$ cat src/rtl/ps2_pkg.sv
// rtl/ps2_pkg.sv - shared PS/2 types, frame constants and parity helper
package ps2_pkg;

    typedef enum logic [2:0] {
        IDLE,
        INHIBIT,
        SEND,
        ACK,
        WAIT_IDLE
    } ps2_state_t;

    localparam logic PS2_START_BIT = 1'b0;
    localparam logic PS2_STOP_BIT  = 1'b1;
    localparam int   FRAME_BITS    = 11;

    function automatic logic odd_parity(input logic [7:0] data);
        return ~^data;
    endfunction

endpackage

$ cat src/rtl/ps2_sync_edge.sv
// rtl/ps2_sync_edge.sv - PS/2 pad synchronizer with optional stability filter and falling-edge pulse
module ps2_sync_edge #(
    parameter int SYNC_STAGES = 2,
    parameter bit FILTER_EN   = 1'b0
) (
    input  logic clk_i,
    input  logic rst_n_i,
    input  logic pad_i,
    output logic level_o,
    output logic fall_o
);

    logic [SYNC_STAGES-1:0] sync_q;
    logic                   prev_q;
    logic                   level;

    // Idle PS/2 lines are pulled high, so reset to 1 to avoid a false edge.
    always_ff @(posedge clk_i) begin
        if (!rst_n_i) begin
            sync_q <= '1;
        end else begin
            sync_q[0] <= pad_i;
            for (int i = 1; i < SYNC_STAGES; i++) begin
                sync_q[i] <= sync_q[i-1];
            end
        end
    end

    generate
        if (FILTER_EN) begin : g_filter
            logic [3:0] stable_cnt_q;
            logic       filt_q;

            // Level follows the input only after 8 consecutive differing samples.
            always_ff @(posedge clk_i) begin
                if (!rst_n_i) begin
                    stable_cnt_q <= '0;
                    filt_q       <= 1'b1;
                end else if (sync_q[SYNC_STAGES-1] == filt_q) begin
                    stable_cnt_q <= '0;
                end else if (stable_cnt_q == 4'd7) begin
                    stable_cnt_q <= '0;
                    filt_q       <= sync_q[SYNC_STAGES-1];
                end else begin
                    stable_cnt_q <= stable_cnt_q + 4'd1;
                end
            end

            assign level = filt_q;
        end else begin : g_raw
            assign level = sync_q[SYNC_STAGES-1];
        end
    endgenerate

    always_ff @(posedge clk_i) begin
        if (!rst_n_i) begin
            prev_q <= 1'b1;
        end else begin
            prev_q <= level;
        end
    end

    assign level_o = level;
    assign fall_o  = prev_q & ~level;

endmodule

$ cat src/rtl/ps2_tx.sv
// rtl/ps2_tx.sv - PS/2 host-to-device command transmitter (optional clock filter: PS2_TX_CLK_FILTER_EN)
module ps2_tx
    import ps2_pkg::*;
#(
    parameter int INHIBIT_CYCLES = 12000,
    parameter int TIMEOUT_CYCLES = 2000000,
    parameter int SYNC_STAGES    = 2
) (
    input  logic       clk_i,
    input  logic       rst_n_i,
    input  logic       tx_stb_i,
    input  logic [7:0] tx_data_i,
    output logic       tx_rdy_o,
    output logic       tx_busy_o,
    output logic       tx_done_stb_o,
    output logic       tx_err_stb_o,
    input  logic       ps2_clk_i,
    input  logic       ps2_din_i,
    output logic       ps2_clk_oe_o,
    output logic       ps2_dout_oe_o
);

`ifdef PS2_TX_CLK_FILTER_EN
    localparam bit CLK_FILTER = 1'b1;
`else
    localparam bit CLK_FILTER = 1'b0;
`endif

    localparam int IW = $clog2(INHIBIT_CYCLES);
    localparam int TW = $clog2(TIMEOUT_CYCLES);
    localparam logic [IW-1:0] INH_LAST = IW'(INHIBIT_CYCLES - 1);
    localparam logic [TW-1:0] TO_LAST  = TW'(TIMEOUT_CYCLES - 1);

    ps2_state_t            state_q;
    logic [FRAME_BITS-1:0] shift_q;
    logic [IW-1:0]         inhib_cnt_q;
    logic [TW-1:0]         to_cnt_q;
    logic [3:0]            edge_cnt_q;
    logic                  rdy_q;
    logic                  done_q;
    logic                  err_q;
    logic                  clk_oe_q;
    logic                  dout_oe_q;

    logic clk_level;
    logic clk_fall;
    logic din_level;
    logic din_fall_unused;

    ps2_sync_edge #(
        .SYNC_STAGES (SYNC_STAGES),
        .FILTER_EN   (CLK_FILTER)
    ) u_clk_sync (
        .clk_i   (clk_i),
        .rst_n_i (rst_n_i),
        .pad_i   (ps2_clk_i),
        .level_o (clk_level),
        .fall_o  (clk_fall)
    );

    ps2_sync_edge #(
        .SYNC_STAGES (SYNC_STAGES),
        .FILTER_EN   (1'b0)
    ) u_din_sync (
        .clk_i   (clk_i),
        .rst_n_i (rst_n_i),
        .pad_i   (ps2_din_i),
        .level_o (din_level),
        .fall_o  (din_fall_unused)
    );

    always_ff @(posedge clk_i) begin
        if (!rst_n_i) begin
            state_q     <= IDLE;
            shift_q     <= '1;
            inhib_cnt_q <= '0;
            to_cnt_q    <= '0;
            edge_cnt_q  <= '0;
            rdy_q       <= 1'b1;
            done_q      <= 1'b0;
            err_q       <= 1'b0;
            clk_oe_q    <= 1'b0;
            dout_oe_q   <= 1'b0;
        end else begin
            done_q <= 1'b0;
            err_q  <= 1'b0;

            // Timeout wins over any edge seen in the same cycle.
            if ((state_q inside {SEND, ACK, WAIT_IDLE}) && to_cnt_q == TO_LAST) begin
                clk_oe_q  <= 1'b0;
                dout_oe_q <= 1'b0;
                err_q     <= 1'b1;
                rdy_q     <= 1'b1;
                state_q   <= IDLE;
            end else begin
                case (state_q)
                    IDLE: begin
                        clk_oe_q  <= 1'b0;
                        dout_oe_q <= 1'b0;
                        if (tx_stb_i) begin
                            shift_q     <= {PS2_STOP_BIT, odd_parity(tx_data_i), tx_data_i, PS2_START_BIT};
                            inhib_cnt_q <= '0;
                            edge_cnt_q  <= '0;
                            rdy_q       <= 1'b0;
                            clk_oe_q    <= 1'b1;
                            state_q     <= INHIBIT;
                        end
                    end

                    INHIBIT: begin
                        if (inhib_cnt_q == INH_LAST) begin
                            clk_oe_q <= 1'b0;
                            to_cnt_q <= '0;
                            state_q  <= SEND;
                        end else begin
                            inhib_cnt_q <= inhib_cnt_q + 1'b1;
                            // Start bit goes out during the last inhibit cycle.
                            if (inhib_cnt_q == INH_LAST - 1'b1) begin
                                dout_oe_q <= ~shift_q[0];
                            end
                        end
                    end

                    SEND: begin
                        to_cnt_q <= to_cnt_q + 1'b1;
                        if (clk_fall) begin
                            shift_q    <= {1'b1, shift_q[FRAME_BITS-1:1]};
                            dout_oe_q  <= ~shift_q[1];
                            edge_cnt_q <= edge_cnt_q + 4'd1;
                            if (edge_cnt_q == 4'd9) begin
                                state_q <= ACK;
                            end
                        end
                    end

                    ACK: begin
                        to_cnt_q <= to_cnt_q + 1'b1;
                        if (clk_fall) begin
                            if (!din_level) begin
                                state_q <= WAIT_IDLE;
                            end else begin
                                err_q   <= 1'b1;
                                rdy_q   <= 1'b1;
                                state_q <= IDLE;
                            end
                        end
                    end

                    WAIT_IDLE: begin
                        to_cnt_q <= to_cnt_q + 1'b1;
                        if (clk_level && din_level) begin
                            done_q  <= 1'b1;
                            rdy_q   <= 1'b1;
                            state_q <= IDLE;
                        end
                    end

                    default: begin
                        clk_oe_q  <= 1'b0;
                        dout_oe_q <= 1'b0;
                        rdy_q     <= 1'b1;
                        state_q   <= IDLE;
                    end
                endcase
            end
        end
    end

    assign tx_rdy_o      = rdy_q;
    assign tx_busy_o     = ~rdy_q;
    assign tx_done_stb_o = done_q;
    assign tx_err_stb_o  = err_q;
    assign ps2_clk_oe_o  = clk_oe_q;
    assign ps2_dout_oe_o = dout_oe_q;

endmodule
$ cat config.mk
export PLATFORM = sky130hd
export DESIGN_NAME = ps2_tx
export DESIGN_NICKNAME = d
export VERILOG_FILES = /design/src/rtl/ps2_pkg.sv /design/src/rtl/ps2_sync_edge.sv /design/src/rtl/ps2_tx.sv
export SDC_FILE = /design/constraint.sdc
export NUM_CORES = 1
export LEC_CHECK = 0
export BUFFER_PORTS_ARGS = -buffer_cell sky130_fd_sc_hd__buf_2
export CELL_PAD_IN_SITES_DETAIL_PLACEMENT = 2
export CELL_PAD_IN_SITES_GLOBAL_PLACEMENT = 2
export CORE_UTILIZATION = 37
export CTS_CLUSTER_DIAMETER = 80
export DETAILED_ROUTE_END_ITERATION = 7
export PLACE_DENSITY_LB_ADDON = 0.2
export SLEW_MARGIN = 30
export SYNTH_ARGS = -nofsm -noshare
export SYNTH_HDL_FRONTEND = slang
export SYNTH_SLANG_ARGS = --single-unit
$ cat constraint.sdc
create_clock -name clk_i -period 2.85 [get_ports clk_i]
set_input_delay 0.57 -clock clk_i [delete_from_list [all_inputs] [get_ports clk_i]]
set_output_delay 0.57 -clock clk_i [all_outputs]
set_load 0.02 [all_outputs]
==> results of run 1 <==
## worst register-to-register path, delay by kind of cell, from the launching register on
kind / cells / cell delay (ns)
adders and majority gates: 1 / 0.27
DFF: 1 / 0.43
AOI/OAI and AO/OA: 2 / 0.50
and+or+nand+nor: 3 / 1.17
## registers in the layout (all words and copies together), names as in the netlist
name / count
u_din_sync.sync_q: 2
inhib_cnt_q: 14
to_cnt_q: 21
tx_rdy_o: 1
u_clk_sync.prev_q: 1
u_clk_sync.sync_q: 2
edge_cnt_q: 4
shift_q: 10
tx_err_stb_o: 1
ps2_clk_oe_o: 1
state_q: 3
tx_done_stb_o: 1
ps2_dout_oe_o: 1
## synth_stat cells, types with 5 or more instances
cell type,count,share of area (%)
nand2b_1,6,1.1
xor2_1,11,2.9
dfxtp_1,62,38
a21boi_0,6,1.4
nor3_1,10,1.5
nor4_1,5,0.96
or3_1,7,1.3
xnor2_1,8,2.1
a21oi_1,18,2.8
o21ai_0,11,1.7
o211ai_1,15,3.4
clkbuf_1,12,1.4
nand4_1,11,2.1
nand2_1,43,4.9
buf_2,5,0.77
a31oi_1,5,0.96
nor2_1,27,3.1
ha_1,5,1.9
nand3_1,19,2.9
mux2i_1,10,3.1
inv_1,12,1.4
o21a_1,5,1.1
and3_1,6,1.1
## cell usage in the layout, fill, tap and decap left out, drive strengths merged, types with 3 or more instances in the layout
| master | Yosys | layout |
|---|---|---|
| a31oi | 5 | 5 |
| xnor2 | 8 | 8 |
| nor2 | 27 | 27 |
| nor4 | 5 | 5 |
| nor3 | 10 | 10 |
| nand2 | 43 | 43 |
| clkbuf | 12 | 13 |
| o21a | 5 | 5 |
| and2 | 4 | 4 |
| and3 | 6 | 6 |
| or4 | 5 | 5 |
| a21boi | 7 | 7 |
| ha | 5 | 5 |
| o21ai | 12 | 12 |
| nand2b | 6 | 6 |
| nor2b | 3 | 3 |
| dfxtp | 62 | 62 |
| o211ai | 15 | 15 |
| a211oi | 3 | 3 |
| mux2i | 10 | 10 |
| a21oi | 19 | 19 |
| nand3 | 20 | 20 |
| inv | 12 | 12 |
| or3 | 8 | 8 |
| nand4 | 11 | 11 |
| buf | 7 | 27 |
| xor2 | 11 | 11 |
| o31ai | 3 | 3 |
| o22ai | 3 | 3 |
## metrics by stage
stage	cell area (um^2)	hold WS, ns	power (mW)
6_report	3670	0.411	2.10
4_1_cts	3670	0.404	2.12
3_3_place_gp	3470	0.389	1.30
2_1_floorplan	3270	0.386	1.21
5_1_grt	3670	0.416	2.20
3_5_place_dp	3470	0.398	1.31
## where the power goes
group / internal, mW / leakage (nW) / total (mW) / switching (mW)
combinational: 0.126 / 0.738 / 0.348 / 0.222
sequential: 0.907 / 0.504 / 0.943 / 0.0360
clock: 0.451 / 0.0996 / 0.805 / 0.354
total: 1.48 / 1.34 / 2.10 / 0.612
## cells by family after synthesis
family          share of synthesized area [%]
buf+inv                                  4.10
simple gates                             26.5
mux                                      3.41
compound gates                           21.0
xor+xnor                                 5.09
flops                                    38.0
fa+ha+maj                                1.91
## area by class of cell
| cell class | instances | area (um^2) |
|---|---|---|
| Fill cell | 985 | 4710 |
| Multi-Input combinational cell | 292 | 1890 |
| Sequential cell | 62 | 1240 |
| Clock buffer | 13 | 159 |
| Timing Repair Buffer | 27 | 158 |
| Tap cell | 105 | 131 |
| Inverter | 12 | 45.0 |
| Clock inverter | 3 | 42.5 |
## routing by layer
layer | vias up | wire length, um | GRT usage [%]
met1 | 1495 | 4660 | 29.7
met3 | 13 | 172 | 3.40
met5 | - | 0 | 0
li1 | 1463 | - | -
met4 | 0 | 129 | 7.46
met2 | 28 | 4190 | 36.2
## worst min path at each step
stage	end	slack (ns)	cells after the start	from
floorplan	u_clk_sync.sync_q[1]$_SDFF_PN1_	0.39	1	u_clk_sync.sync_q[0]$_SDFF_PN1_
global placement	u_din_sync.sync_q[1]$_SDFF_PN1_	0.39	1	u_din_sync.sync_q[0]$_SDFF_PN1_
detailed placement	u_clk_sync.sync_q[1]$_SDFF_PN1_	0.40	1	u_clk_sync.sync_q[0]$_SDFF_PN1_
CTS	u_clk_sync.sync_q[0]$_SDFF_PN1_	0.40	2	ps2_clk_i
global route	u_clk_sync.sync_q[0]$_SDFF_PN1_	0.42	2	ps2_clk_i
finish	u_din_sync.sync_q[1]$_SDFF_PN1_	0.41	1	u_din_sync.sync_q[0]$_SDFF_PN1_
==> flow_metrics.env, run 1 <==
export IMPL_status="finished clean"
export IMPL_fmax_mhz=410
export IMPL_cts_buffer_depth=2
export IMPL_cp_cell_sequence="ha_1 -> nand3_2 -> nor4_1 -> nand2_1 -> a211o_1 -> a21oi_1"
export IMPL_dieWidth_um=96.0
export IMPL_die_area_um2=9210
export IMPL_synth_edf_count=0
export IMPL_worstPathRequired_ns=3.12
export IMPL_h_tree_depth=3
export IMPL_ys_warn_count=0
export IMPL_clkTransAtPathRegs_ns=0.07
export IMPL_worst_r2r_startpoint="inhib_cnt_q[0]$_SDFFE_PN0P_"
export IMPL_vias_per_cell=5.83
export IMPL_clock_skew_ns=0.00775
export IMPL_cellLeakagePower_nw=1.34
export IMPL_grt_total_usage_pct=22.1
export IMPL_drtPass1Iterations=4
export IMPL_avgSynthCellArea_um2=8.49
export IMPL_io_pins=19
export IMPL_powerDensity_nw_per_um2=571
export IMPL_clock_latency_ns=0.34
export IMPL_crit_path_end_kind="flop"
export IMPL_grt_pass1_wl_um=15700
export IMPL_grt_max_degree=29
export IMPL_max_stage_delay_ns=0.62
export IMPL_final_cells=514
export IMPL_grt_overflow=0
export IMPL_finalSetupTns_ns=0
export IMPL_cp_num_cells=6
export IMPL_numPlacedInstances=498
export IMPL_ys_types=67
export IMPL_rrSetupSlack_ns=0.41
export IMPL_crit_fanout=8
export IMPL_cts_root_buf="clkbuf_8"
export IMPL_first_global_vias=3160
export IMPL_detail_route_antenna_nets=0
export IMPL_hold_path_class="flop to flop"
export IMPL_slew_headroom_pct=56.9
export IMPL_die_h_um=96.0
export IMPL_syn_inst=385
export IMPL_drc=0
export IMPL_n_antenna_cell=0
export IMPL_drv_slew=0
export IMPL_min_period_over_period_pct=85.6
export IMPL_num_vias=2999
export IMPL_gp_congestion=0.771
export IMPL_area_growth_pct=12.3
export IMPL_numClockSinks=62
export IMPL_nNetsFinal=422
export IMPL_path_buf_inv=0
export IMPL_placementRows=33
export IMPL_path_class="flop to flop"
export IMPL_ctsHoldBuffers=0
export IMPL_finalSetupViolCount=0
export IMPL_finalHoldViolCount=0
export IMPL_wl_per_cell_um=17.8
export IMPL_syn_area_um2=3270
export IMPL_drive_above_1_share_pct=13.7
export IMPL_r2r_cells=6
export IMPL_antenna_found_initial=0
export IMPL_drtIter0Drc=115
export IMPL_tritoncts="done"
export IMPL_synth_seq_cells=62
export IMPL_ir_drop_v=0.000312
export IMPL_r2r_end="to_cnt_q[13]$_SDFFE_PN0P_"
export IMPL_dp_hpwl_um=6590
export IMPL_fin_crit_ns=2.44
export IMPL_max_cap_viol_count=0
export IMPL_async_flop_share_pct=0
export IMPL_ys_seq_area_share_pct=38.0
export IMPL_syn_nets=403
export IMPL_start_util_pct=39.0
export IMPL_io_buffers=18
export IMPL_place_ws_ns=0.505
export IMPL_wirelength_um=9150
export IMPL_worst_slack_ns=0.409
export IMPL_ys_flop_type="dfxtp_1"
export IMPL_critPathTopFamily="simple AND/OR/NAND/NOR gates"
export IMPL_critical_path_slowest_cell="nor4_1"
export IMPL_critPathLaunch="inhib_cnt_q[0]$_SDFFE_PN0P_"
export IMPL_worst_ep_arrival_time_ns=2.71
export IMPL_post_route_util_pct=43.8
export IMPL_cts_resized=0
export IMPL_core_um2=8380
export IMPL_cts_buffers=9
export IMPL_rsz0062_at_grt="false"
export IMPL_cp_start_kind="flop"
export IMPL_crit_path_end="to_cnt_q[13]$_SDFFE_PN0P_"
export IMPL_tightest_slew_ns=0.640
export IMPL_post_cts_setup_buffers=0
Power figures use the tool's default switching activity.
==> run 2, diff against run 1 <==
--- a/config.mk
+++ b/config.mk
@@ -8,10 +8,10 @@
 export BUFFER_PORTS_ARGS = -buffer_cell sky130_fd_sc_hd__buf_2
 export CELL_PAD_IN_SITES_DETAIL_PLACEMENT = 2
 export CELL_PAD_IN_SITES_GLOBAL_PLACEMENT = 2
-export CORE_UTILIZATION = 37
+export CORE_UTILIZATION = 35
 export CTS_CLUSTER_DIAMETER = 80
 export DETAILED_ROUTE_END_ITERATION = 7
-export PLACE_DENSITY_LB_ADDON = 0.2
+export PLACE_DENSITY_LB_ADDON = 0.1
 export SLEW_MARGIN = 30
 export SYNTH_ARGS = -nofsm -noshare
 export SYNTH_HDL_FRONTEND = slang
==> run 2 against run 1 <==
Effect of this change: core utilization is 2.1 points lower; count of clock-buffer cells in the layout fell by 1; sequential share of layout area fell by 0.37 points; die area rose by 5.6%; register-to-register slack lost 0.06 ns; hold slack worse by 0.0020 ns; cell area rose by 1.1%; final cell count rose by 0.78%; critical path depth stayed put; clock skew up 0.0049 ns; maximum frequency is 2.4% lower; critical endpoint is now to_cnt_q[17]$_SDFFE_PN0P_; largest cell class unchanged.
==> flow_metrics.env, run 2 (synthesis gave the netlist of run 1 again) <==
export IMPL_status="finished clean"
export IMPL_finalSetupTns_ns=0
export IMPL_max_stage_delay_ns=0.74
export IMPL_drtPass1Iterations=4
export IMPL_worstPathRequired_ns=3.07
export IMPL_core_um2=8890
export IMPL_finalHoldViolCount=0
export IMPL_fin_crit_ns=2.50
export IMPL_cellLeakagePower_nw=1.36
export IMPL_clock_latency_ns=0.34
export IMPL_tightest_slew_ns=0.809
export IMPL_drive_above_1_share_pct=14.1
export IMPL_rsz0062_at_grt="false"
export IMPL_final_common_cell="dfxtp_1"
export IMPL_cts_buffer_depth=2
export IMPL_grt_max_degree=31
export IMPL_vias_per_cell=5.77
export IMPL_n_fill_cell=1022
export IMPL_dp_hpwl_um=6750
export IMPL_first_global_vias=3291
export IMPL_power_total_mw=2.19
export IMPL_path_class="flop to flop"
export IMPL_antenna_found_initial=0
export IMPL_layout_common_cells="dfxtp_1, nand2_1, nor2_1"
export IMPL_wl_met3_um=133
export IMPL_grt_pass1_wl_um=16500
export IMPL_met2_length_um=4530
export IMPL_cts_resized=0
export IMPL_grt_overflow=0
export IMPL_die_h_um=98.6
export IMPL_io_pins=19
export IMPL_critical_path_slowest_cell="nor4_1"
export IMPL_drtIter0Drc=107
export IMPL_ir_drop_v=0.000249
export IMPL_nNetsFinal=424
export IMPL_powerDensity_nw_per_um2=592
export IMPL_path_buf_inv=0
export IMPL_largest_reg_flops=21
export IMPL_wirelength_um=9550
export IMPL_top_layer_used="met4"
export IMPL_area_growth_pct=13.5
export IMPL_max_cap_viol_count=0
export IMPL_cts_root_buf="clkbuf_8"
export IMPL_clkTransAtPathRegs_ns=0.07
export IMPL_min_period_over_period_pct=87.8
export IMPL_detail_route_antenna_nets=0
export IMPL_post_cts_setup_buffers=0
export IMPL_largest_register="to_cnt_q"
export IMPL_io_buffers=18
export IMPL_cts_buffers=9
export IMPL_num_vias=2987
export IMPL_drv_slew=0
export IMPL_h_tree_depth=3
export IMPL_numClockSinks=62
export IMPL_worst_ep_arrival_time_ns=2.72
export IMPL_cp_cell_sequence="ha_1 -> nand3_2 -> nor4_1 -> nand2_1 -> a221oi_1 -> nor3_1"
export IMPL_placementRows=34
export IMPL_n_antenna_cell=0
export IMPL_grt_total_usage_pct=21.5
export IMPL_post_route_util_pct=41.7
export IMPL_die_area_um2=9720
export IMPL_crit_fanout=8
export IMPL_tritoncts="done"
export IMPL_hold_path_class="input pin to flop"
export IMPL_clock_skew_ns=0.0126
export IMPL_met1_length_um=4740
export IMPL_wl_per_cell_um=18.4
export IMPL_fmax_mhz=400
export IMPL_cp_start_kind="flop"
export IMPL_dieWidth_um=98.6
export IMPL_finalSetupViolCount=0
export IMPL_drc=0
export IMPL_slew_headroom_pct=45.6
export IMPL_gp_congestion=0.761
export IMPL_start_util_pct=36.7
export IMPL_reg_top3="to_cnt_q (21), inhib_cnt_q (14), shift_q (10)"
export IMPL_critPathTopFamily="simple AND/OR/NAND/NOR gates"
export IMPL_crit_path_end_kind="flop"
export IMPL_ctsHoldBuffers=0
[run 2: changes by cell type in the layout (fill, tap and decap cells not counted)]
cell and change:
bufinv_16 +1, clkinv_2 -1, buf_4 +2, clkbuf_1 -1
[run 2: area by class of cell]
type	count	area, um^2	area share (%)
multi-input combinational	292	1890	51.0
sequential	62	1240	33.5
timing repair buffer	29	173	4.66
clock buffer	12	155	4.18
tap	108	135	3.64
clock inverter	3	67.6	1.82
inverter	12	45.0	1.21
[run 2: final timing paths]
kind,start,depth (start not counted),to,slack [ns]
hold / removal,ps2_din_i,2,u_din_sync.sync_q[0]$_SDFF_PN1_,0.41
setup / recovery,inhib_cnt_q[0]$_SDFFE_PN0P_,6,to_cnt_q[17]$_SDFFE_PN0P_,0.35
hold reg to reg,u_din_sync.sync_q[0]$_SDFF_PN1_,1,u_din_sync.sync_q[1]$_SDFF_PN1_,0.42
setup reg to reg,inhib_cnt_q[0]$_SDFFE_PN0P_,6,to_cnt_q[17]$_SDFFE_PN0P_,0.35
[run 2: stage by stage]
| step | hold slack, ns | instance area, um^2 | std cells | setup WS, ns |
|---|---|---|---|---|
| finish | 0.409 | 3710 | 518 | 0.348 |
| CTS | 0.393 | 3710 | 518 | 0.293 |
| detailed placement | 0.408 | 3490 | 503 | 0.524 |
| global placement | 0.390 | 3490 | 503 | 0.621 |
| floorplan | 0.386 | 3270 | 385 | 0.706 |
| global route | 0.410 | 3710 | 518 | 0.108 |
[run 2: where the power goes]
group | switching, mW | internal, mW
Sequential | 0.0359 | 0.907
Combinational | 0.225 | 0.127
Clock | 0.362 | 0.536
Total | 0.623 | 1.57
[run 2: metal layers]
metal,global-route usage [%],vias up
li1,-,1460
met1,28.2,1491
met2,36.1,24
met3,2.84,12
met4,8.38,0
met5,0,-
